**config.mk**
```make
export PLATFORM = sky130hd
export DESIGN_NAME = instr_encoder
export DESIGN_NICKNAME = d
export VERILOG_FILES = /design/src/rtl/instr_encoder.sv
export SDC_FILE = /design/constraint.sdc
export NUM_CORES = 1
export LEC_CHECK = 0
export ABC_AREA = 1
export BUFFER_PORTS_ARGS = -buffer_cell sky130_fd_sc_hd__buf_2
export CORE_ASPECT_RATIO = 0.9
export CORE_MARGIN = 3
export CORE_UTILIZATION = 55
export DETAILED_ROUTE_END_ITERATION = 8
export GPL_TIMING_DRIVEN = 0
export PLACE_DENSITY = 0.74
export SETUP_SLACK_MARGIN = 0.3
export SLEW_MARGIN = 40
export SYNTH_ARGS = -nofsm -noshare
export SYNTH_HDL_FRONTEND = slang
export SYNTH_SLANG_ARGS = --single-unit
```
**constraint.sdc**
```tcl
create_clock -name clk -period 3.1 [get_ports clk]
set_input_delay 0.62 -clock clk [delete_from_list [all_inputs] [get_ports clk]]
set_output_delay 0.62 -clock clk [all_outputs]
set_load 0.01 [all_outputs]
```
**src/rtl/instr_encoder.sv**
```systemverilog
// Packs imm16/Rd/Rt/Rs into 32-bit words, buffers them in a small FIFO and
// streams them out with sequential addresses. Optional word_count: INSTR_ENC_COUNT_EN.
module instr_encoder #(
    parameter int unsigned DEPTH     = 4,
    parameter int unsigned ADDR_W    = 10,
    parameter int unsigned ADDR_BASE = 0
) (
    input  logic              clk,
    input  logic              rst_n,
    input  logic              flush,
    input  logic              in_valid,
    output logic              in_ready,
    input  logic [15:0]       imm16,
    input  logic [4:0]        Rd,
    input  logic [4:0]        Rt,
    input  logic [4:0]        Rs,
    output logic              out_valid,
    input  logic              out_ready,
    output logic [31:0]       out_instr,
    output logic [ADDR_W-1:0] out_addr
`ifdef INSTR_ENC_COUNT_EN
    ,
    output logic [15:0]       word_count
`endif
);

    localparam int unsigned PW = (DEPTH > 1) ? $clog2(DEPTH) : 1;
    localparam int unsigned CW = PW + 1;

    logic [31:0]   mem [DEPTH];
    logic [PW-1:0] wr_ptr;
    logic [PW-1:0] rd_ptr;
    logic [CW-1:0] count;
    logic          push;
    logic          pop;

    // Handshake outputs depend on registered count only.
    always_comb begin
        in_ready  = (count != CW'(DEPTH));
        out_valid = (count != '0);
        out_instr = out_valid ? mem[rd_ptr] : '0;
        push      = in_valid & in_ready;
        pop       = out_valid & out_ready;
    end

    always_ff @(posedge clk) begin
        if (push && !flush) begin
            mem[wr_ptr] <= {imm16, 1'b0, Rd, Rt, Rs};
        end
    end

    always_ff @(posedge clk or negedge rst_n) begin
        if (!rst_n) begin
            wr_ptr   <= '0;
            rd_ptr   <= '0;
            count    <= '0;
            out_addr <= ADDR_W'(ADDR_BASE);
        end else if (flush) begin
            wr_ptr   <= '0;
            rd_ptr   <= '0;
            count    <= '0;
            out_addr <= ADDR_W'(ADDR_BASE);
        end else begin
            if (push) begin
                wr_ptr <= wr_ptr + PW'(1);
            end
            if (pop) begin
                rd_ptr   <= rd_ptr + PW'(1);
                out_addr <= out_addr + ADDR_W'(1);
            end
            case ({push, pop})
                2'b10:   count <= count + CW'(1);
                2'b01:   count <= count - CW'(1);
                default: count <= count;
            endcase
        end
    end

`ifdef INSTR_ENC_COUNT_EN
    always_ff @(posedge clk or negedge rst_n) begin
        if (!rst_n) begin
            word_count <= '0;
        end else if (flush) begin
            word_count <= '0;
        end else if (pop && (word_count != '1)) begin
            word_count <= word_count + 16'd1;
        end
    end
`endif

endmodule
```
==> out/results.ini, run 1 <==
[outcome]
status = finished clean

[synth]
yosys-top-cells-area = edfxtp_1, nor2_1, dfrtp_1, o21ai_1, a21oi_1
syn-num-nets = 534
synth_top_area_share_pct = 64.3
postSynthCellCount = 492
ys_seq_elements = 141
ys.warnings.count = 0
ys_types = 28
seq_area_frac_synth_pct = 71.6
synth_area_leader_cell = edfxtp_1
yosysMostFrequentCell = nor2_1
avgSynthCellArea_um2 = 11.8
synth-main-ff-cell = edfxtp_1
ys_top_cells_by_count = nor2_1, edfxtp_1, o21ai_1, a21oi_1, nand2_1
async_reset_ff_share_pct = 12.1
synth_edf_count = 124
synth_area_um2 = 5790

[drt]
vias = 4018
drt-vias-per-instance = 5.47
wire_per_inst_um = 17.3
firstDrtPassIters = 5
drc_errors = 0
drtAntennaViolNets = 0
drt_iter0_drc = 320
drt_wl_total_um = 12700

[worst_setup_path]
endpoint = out_instr[8]
cp_max_fo = 10
startpoint_type = flop
worstRegToRegCells = 8
r2r_slack_ns = 1.01
cp-startpoint = rd_ptr[1]
crit_arrival_ns = 1.88
r2r-start = count[0]
r2r-end = mem[3][15]
setup.worst_path.class = reg2out
worstPathRequired_ns = 2.48
critPathCaptureType = primary output

[floorplanning]
core_um2 = 9950
io_pins = 80
initial_core_util_pct = 58.2
dieArea_um2 = 11800
fp.dieH_um = 103
die_w_um = 114
rows = 34

[pwr]
p_leak_uw = 0.00279
p_switching_uw = 1980
p_per_area_nw_per_um2 = 853
clkPwrFrac_pct = 33.8
p_total_uw = 6060
peakVddDrop_mv = 0.652
seqPwrFrac_pct = 37.2
intPower_uw = 4080
sw_frac_of_total_pct = 32.7
p_comb_share_pct = 29.0

[run]
drv_cap = 0

[cts]
clkLatencyLatePin_ns = 0.41
htreeDepth = 4
hold_buffers = 0
clk_pin_slew_worst_paths_ns = 0.06
cts_buffer_depth = 2
cts_buffers = 17
cts_resized = 0
cts_tree = yes
cts-root-buf = clkbuf_16
cts_setup_buffers = 0
clock-sinks = 141

[sta]
clock_skew_ns = 0.00453
whs_ns = 0.124
slew_violations = 0
max_freq_mhz = 400
finalCriticalPeriod_ns = 2.50
finalSetupViolCount = 0
setup_ws_ns = 0.602
hold_viol_final = 0
worst_slew_pin_slew_ns = 0.575
rsz0062_at_grt = false
fin_crit_sh_pct = 80.6
slew_headroom_pct = 61.7

[finish]
regArea_um2 = 4150
multiInputGateArea_um2 = 1480
nNetsFinal = 638
syn_to_final_growth_pct = 22.6
layout-drive-gt1-share_pct = 25.6
antenna_cells = 0
fillCellCount = 683
postLayoutCellArea_um2 = 7100

[placement]
dpl_worst_slack_ns = 0.786
routabilityCongestion = 0.794
dpl.hpwl_um = 8090
place_area_um2 = 6500
port_buffers = 78

[hold_path]
hp-class = in2async

[grt]
grt_pass1_vias = 3959
grt_overflow = 0
antenna_found_initial = 0
grt_util_all_layers_pct = 22.5
grt_max_degree = 18
grt_pass1_wl_um = 19800

worst min path at each step:
stage,startpoint,endpoint,slack [ns],cells after the start
2_1_floorplan,rst_n,count[0],0.32,0
3_3_place_gp,out_addr[3],out_addr[3],0.50,1
3_5_place_dp,out_addr[3],out_addr[3],0.50,1
4_1_cts,rst_n,out_addr[0],0.13,1
5_1_grt,rst_n,out_addr[0],0.15,1
6_report,rst_n,out_addr[0],0.12,1
worst max-delay path, stage by stage, from the launching register on:
cell,delay [ns]
dfrtp_1,0.43
inv_2,0.13
clkbuf_1,0.44
nor2_1,0.12
o21ai_1,0.11
a21oi_1,0.08
buf_2,0.15
flip-flops by register name (all words and copies together) (netlist names):
| name | flops |
|---|---|
| count | 3 |
| rd_ptr | 2 |
| out_addr | 10 |
| wr_ptr | 2 |
| mem | 124 |
power by group through the flow:
stage          logic, µW  registers, µW  clock network (µW)
6_report            1760           2250                2050
2_1_floorplan       1060           2290                   0
3_3_place_gp        1680           2290                   0
4_1_cts             1770           2250                2060
3_5_place_dp        1760           2290                   0
5_1_grt             1950           2260                2130
layout make-up:
cell class                 instances  area share (%)
clock buffer                      20            6.43
multi-input combinational        305            20.8
buffer                            24            1.62
sequential                       141            58.4
tap                              126            2.22
clock inverter                    12            2.04
inverter                          22            1.16
timing repair buffer              85            7.33
metal layers:
| layer | up-vias | GRT usage (%) | wire, µm | part of all wire, % |
|---|---|---|---|---|
| li1 | 1905 | - | - | - |
| met1 | 1939 | 28.2 | 5200 | 41 |
| met2 | 155 | 37.9 | 6430 | 51 |
| met3 | 19 | 5.47 | 882 | 6.9 |
| met4 | 0 | 9.77 | 184 | 1.4 |
| met5 | - | 0 | 0 | 0 |
stage by stage:
stage	TNS, ns	std cells	util, %
floorplan	0	492	-
global placement	-85.14	696	63.7
detailed placement	0	703	65.3
CTS	0	735	71.4
global route	0	735	71.4
finish	0	735	71.4
placed cells by master (no fill, tap or decap), types with 10 or more instances in the layout:
cell type,synthesis,routed
dfrtp_1,17,17
inv_1,16,16
nor2_1,137,133
o21ai_1,59,59
edfxtp_1,124,124
buf_2,15,93
o21ai_0,10,10
clkbuf_16,0,17
a21oi_1,40,40
nand2_1,27,27
logic make-up after synthesis:
logic type / count (synthesis) / synth area share (%)
AO/OA/AOI/OAI: 111 / 9.83
XOR/XNOR: 2 / 0.302
flip-flops: 141 / 71.6
AND/OR/NAND/NOR: 185 / 13.3
adder cells (fa/ha/maj): 6 / 1.43
other: 1 / 0.0647
buffers and inverters: 46 / 3.41
Power figures use the tool's default switching activity.
==> inputs of run 2 (changes only) <==
Clock period 3.1 ns to 2.3 ns, I/O delays scaled along.
==> out/results.ini, run 2 (synthesis results as in run 1) <==
[pwr]
p_per_area_nw_per_um2 = 1180
seqPwrFrac_pct = 34.4
sw_frac_of_total_pct = 32.0
peakVddDrop_mv = 0.843
p_total_uw = 8840
clkPwrFrac_pct = 32.9
p_switching_uw = 2830
intPower_uw = 6010
p_leak_uw = 0.00295
p_comb_share_pct = 32.7

[cts]
cts_buffer_depth = 2
cts-root-buf = clkbuf_16
cts_tree = yes
clk_pin_slew_worst_paths_ns = 0.06
clock-sinks = 141
clkLatencyLatePin_ns = 0.42
cts_buffers = 17
htreeDepth = 4

[finish]
final_common_cell = nor2_1
reg_top3 = mem (124), out_addr (10), count (3)
nNetsFinal = 646
layout_common_cells = nor2_1, edfxtp_1, buf_2
largest_register_ff_count = 124
antenna_cells = 0
fillCellCount = 619
layout-drive-gt1-share_pct = 29.2
regMostFlops = mem
final_cell_count_no_fill = 743
syn_to_final_growth_pct = 29.6

[worst_setup_path]
r2r-start = count[2]
max_stage_delay_ns = 0.40
critPathCaptureType = primary output
cp_max_fo = 10
cp-startpoint = rd_ptr[0]
cpMaxStageDelayCell = dfrtp_1
crit_arrival_ns = 1.74
setup.worst_path.class = reg2out
startpoint_type = flop
worstPathRequired_ns = 1.84
crit_chain = buf_4 -> inv_8 -> buf_8 -> o21ai_0 -> a21oi_1 -> buf_2

[hold_path]
hp-class = in2reg
worstHoldStart = Rt[0]

[drt]
drc_errors = 0
wire_per_inst_um = 18.2
vias = 4123
firstDrtPassIters = 5
drt_iter0_drc = 378
drt-vias-per-instance = 5.55
drtAntennaViolNets = 0
drt_wl_total_um = 13500

[sta]
fin_setup_tns_ns = 0
max_freq_mhz = 455
finalSetupViolCount = 0
fin_crit_sh_pct = 95.5
slew_violations = 0
finalCriticalPeriod_ns = 2.20
clock_skew_ns = 0.00668
hold_viol_final = 0
rsz0062_at_grt = true

[grt]
grt_max_degree = 19
grt_pass1_wl_um = 20500
antenna_found_initial = 1
grt_pass1_vias = 4060
grt_util_all_layers_pct = 23.6
grt_overflow = 0

[run]
drv_cap = 0

[floorplanning]
initial_core_util_pct = 58.2
fp.dieH_um = 103
rows = 34
core_um2 = 9950
die_w_um = 114
io_pins = 80
dieArea_um2 = 11800

[placement]
placed_cells = 701
dpl.hpwl_um = 7850
routabilityCongestion = 0.783
port_buffers = 78

[outcome]
status = finished clean

==> run 2: cell types whose count changed in the layout (fill, tap and decap cells not counted), sizes merged <==
cell	delta
buf	+7
bufinv	+2
clkbuf	-1
clkinvlp	-1
dlygate4sd3	+1
==> run 2: final cells by class <==
cell class / count / area (µm²) / area share [%]
Sequential cell: 141 / 4150 / 55.3
Buffer: 24 / 298 / 3.97
Tap cell: 126 / 158 / 2.10
Multi-Input combinational cell: 305 / 1530 / 20.3
Timing Repair Buffer: 93 / 648 / 8.63
Clock buffer: 19 / 433 / 5.77
Clock inverter: 13 / 196 / 2.62
Inverter: 22 / 95.1 / 1.27
==> run 2: layer usage <==
layer | GRT usage (%) | up-vias | wire, µm
met4 | 9.95 | 2 | 246
met5 | 0 | - | 13
met3 | 5.70 | 26 | 822
li1 | - | 1936 | -
met1 | 29.3 | 1983 | 5500
met2 | 40.1 | 176 | 6920
==> run 2: power by group through the flow <==
stage               registers (µW)  clock network (µW)  logic [µW]
global placement              3080                   0        2260
detailed placement            3090                   0        2350
finish                        3040                2910        2890
global route                  3060                3060        3130
CTS                           3040                2920        2760
floorplan                     3080                   0        1430
==> run 2: timing repair <==
item                                    4_1_cts  5_1_grt
endpoints found under the setup margin       95       46
setup buffers                                 6        1
endpoints found under the hold margin        17        0
hold buffers                                  1        0
gates resized for setup                      60       19
gates cloned                                  0        2
pin swaps                                     6        8
==> run 2: critical path, delay by kind of cell (launching register included) <==
kind / cells / cell delay (ns)
AO/OA/AOI/OAI: 2 / 0.29
flip-flops: 1 / 0.40
buffers and inverters: 4 / 0.61
==> run 2: path summary, 6_finish.rpt <==
check / cells after the start / endpoint / slack [ns]
setup / recovery: 6 / out_instr[23] / 0.10
hold / removal: 1 / mem[0][5] / 0.25
setup reg to reg: 7 / mem[2][11] / 0.42
hold reg to reg: 2 / out_addr[4] / 0.54
max in group asynchronous: 2 / count[1] / 1.50
min in group asynchronous: 2 / out_addr[8] / 0.49
==> run 2: through the flow <==
step           setup WS [ns]  util (%)  hold WS [ns]  cell area (µm²)
2_1_floorplan          0.187         -         0.164             5800
3_3_place_gp          -0.486      63.8         0.400             6350
3_5_place_dp           0.151      65.3         0.409             6500
4_1_cts                0.140      74.5         0.245             7410
5_1_grt               0.0391      75.4         0.241             7510
6_report               0.104      75.4         0.249             7510
==> inputs of run 3 (changes only) <==
Settings changed: ABC_AREA 1 to 0, CTS_BUF_LIST set to sky130_fd_sc_hd__clkbuf_16.
Clock period 2.3 ns to 2.5 ns, I/O delays scaled along.
==> out/results.ini, run 3 <==
[floorplanning]
io_pins = 80
initial_core_util_pct = 58.2
fp.dieH_um = 104
dieArea_um2 = 11900
rows = 34
die_w_um = 114
core_um2 = 10000

[cts]
clock-sinks = 141
clkLatencyLatePin_ns = 0.41
cts_tree = yes
cts_buffer_depth = 2
cts_buffers = 17
clk_pin_slew_worst_paths_ns = 0.05
htreeDepth = 4
cts-root-buf = clkbuf_16

[drt]
vias = 3300
drc_errors = 0
firstDrtPassIters = 4
drtAntennaViolNets = 0
wire_per_inst_um = 20.2
drt_wl_total_um = 11600
drt-vias-per-instance = 5.73
drt_iter0_drc = 315

[synth]
synthSimpleGateAreaFrac_pct = 7.50
synth_area_um2 = 5820
yosysMostFrequentCell = edfxtp_1
ys_types = 42
ys_top_cells_by_count = edfxtp_1, nor2b_1, mux4_2, dfrtp_1, a21oi_1
ys_seq_elements = 141
synthAdderAreaFrac_pct = 1.42
yosys-top-cells-area = edfxtp_1, mux4_2, dfrtp_1, nor2b_1, ha_1
synth_edf_count = 124
synthXorXnorAreaFrac_pct = 0.753
ys.warnings.count = 0
synth_area_leader_cell = edfxtp_1
avgSynthCellArea_um2 = 18.3
async_reset_ff_share_pct = 12.1
synth_compound_area_share_pct = 3.63
synth-main-ff-cell = edfxtp_1
synth_top_area_share_pct = 64.0
seq_area_frac_synth_pct = 71.3
muxShareOfSynthArea_pct = 12.6
synth_top_family_by_area = multiplexers
postSynthCellCount = 318
syn-num-nets = 360

[finish]
antenna_cells = 0
reg_top3 = mem (124), out_addr (10), count (3)
largest_register_ff_count = 124
final_common_cell = edfxtp_1
syn_to_final_growth_pct = 29.8
layout_common_cells = edfxtp_1, buf_2, mux4_2
final_cell_count_no_fill = 576
nNetsFinal = 480
fillCellCount = 564
regMostFlops = mem
layout-drive-gt1-share_pct = 46.0

[pwr]
p_per_area_nw_per_um2 = 955
peakVddDrop_mv = 0.702
p_leak_uw = 0.00280

[sta]
setup_ws_ns = 0.132
slew_headroom_pct = 63.7
max_freq_mhz = 422
fin_setup_tns_ns = 0
fin_crit_sh_pct = 94.7
hold_viol_final = 0
slew_violations = 0
finalCriticalPeriod_ns = 2.37
rsz0062_at_grt = true
finalSetupViolCount = 0
clock_skew_ns = 0.00612
worst_slew_pin_slew_ns = 0.538

[worst_setup_path]
worstRegToRegCells = 4
critPathCaptureType = primary output
setup.worst_path.class = reg2out
startpoint_type = flop
worstPathRequired_ns = 2.00
cpMaxStageDelayCell = mux4_2
cp_num_cells = 5
crit_chain = buf_12 -> clkbuf_16 -> mux4_2 -> nor2b_4 -> buf_6
max_stage_delay_ns = 0.50
critPathBufInv = 3
r2r-end = mem[2][5]
r2r-start = count[2]
cp_max_fo = 8
critPathTopFamily = multiplexers
cp-startpoint = rd_ptr[0]
endpoint = out_instr[20]
crit_arrival_ns = 1.87
r2r_slack_ns = 0.44

[hold_path]
hp-class = in2async

[placement]
port_buffers = 78
placed_cells = 522
routabilityCongestion = 0.824
dpl.hpwl_um = 6420
dpl_worst_slack_ns = 0.0756

[grt]
grt_overflow = 0
grt_pass1_vias = 3326
grt_util_all_layers_pct = 19.9
grt_max_degree = 32
antenna_found_initial = 0
grt_pass1_wl_um = 17600

[outcome]
status = finished clean

[run]
drv_cap = 0

==> run 3: worst min-delay path by stage <==
stage                        to   from  slack [ns]
floorplan              count[0]  rst_n        0.20
global placement    out_addr[5]  rst_n        0.45
detailed placement  out_addr[6]  rst_n        0.44
CTS                 out_addr[5]  rst_n       0.008
global route        out_addr[5]  rst_n        0.02
finish              out_addr[6]  rst_n        0.01
==> run 3: final cells by class <==
cell class	count	area, µm²	area share (%)
clock buffer	17	425	5.63
tap	126	158	2.09
inverter	9	36.3	0.480
multi-input combinational	150	1700	22.5
timing repair buffer	100	776	10.3
sequential	141	4150	54.9
clock inverter	14	115	1.52
buffer	19	195	2.58
==> run 3: per-layer routing <==
| layer | routed length (µm) | track usage [%] | vias to the layer above |
|---|---|---|---|
| met5 | 0 | 0 | - |
| met2 | 5890 | 32.1 | 107 |
| li1 | - | - | 1491 |
| met3 | 761 | 7.06 | 14 |
| met4 | 133 | 6.11 | 0 |
| met1 | 4840 | 25.5 | 1688 |
==> run 3: report_power, final <==
group,internal [µW],leakage (µW),total [µW],switching (µW)
logic,1210,0.00117,2170,960
clock network,1430,0.000277,2310,885
registers,2680,0.00136,2730,51.9
==> run 3: worst reg2reg max path, cell delays in order (launching register included) <==
cell	delay (ns)
dfrtp_1	0.43
buf_2	0.22
nor3b_4	0.19
nor3_2	0.32
and2_4	0.54
==> run 3: repair_timing <==
item | CTS | global route
hold endpoints to repair | 0 | 0
gates cloned | 3 | 4
hold buffers | 0 | 0
setup endpoints to repair | 157 | 158
gates resized for setup | 30 | 57
setup buffers | 11 | 5
pin swaps | 3 | 3
==> run 3: logic make-up after synthesis <==
group | after synthesis
flip-flops | 141
other | 1
XOR/XNOR | 5
AO/OA/AOI/OAI | 30
buffers and inverters | 28
AND/OR/NAND/NOR | 73
adder cells (fa/ha/maj) | 6
multiplexers | 34
==> run 3: metrics by stage <==
step / total power, µW / hold WS [ns] / cell area (µm²) / util [%]
2_1_floorplan: 3650 / 0.204 / 5820 / -
3_3_place_gp: 4060 / 0.448 / 6370 / 63.7
3_5_place_dp: 4090 / 0.444 / 6370 / 63.7
4_1_cts: 6740 / 0.00773 / 7150 / 71.5
5_1_grt: 7490 / 0.0227 / 7550 / 75.6
6_report: 7210 / 0.0111 / 7550 / 75.6
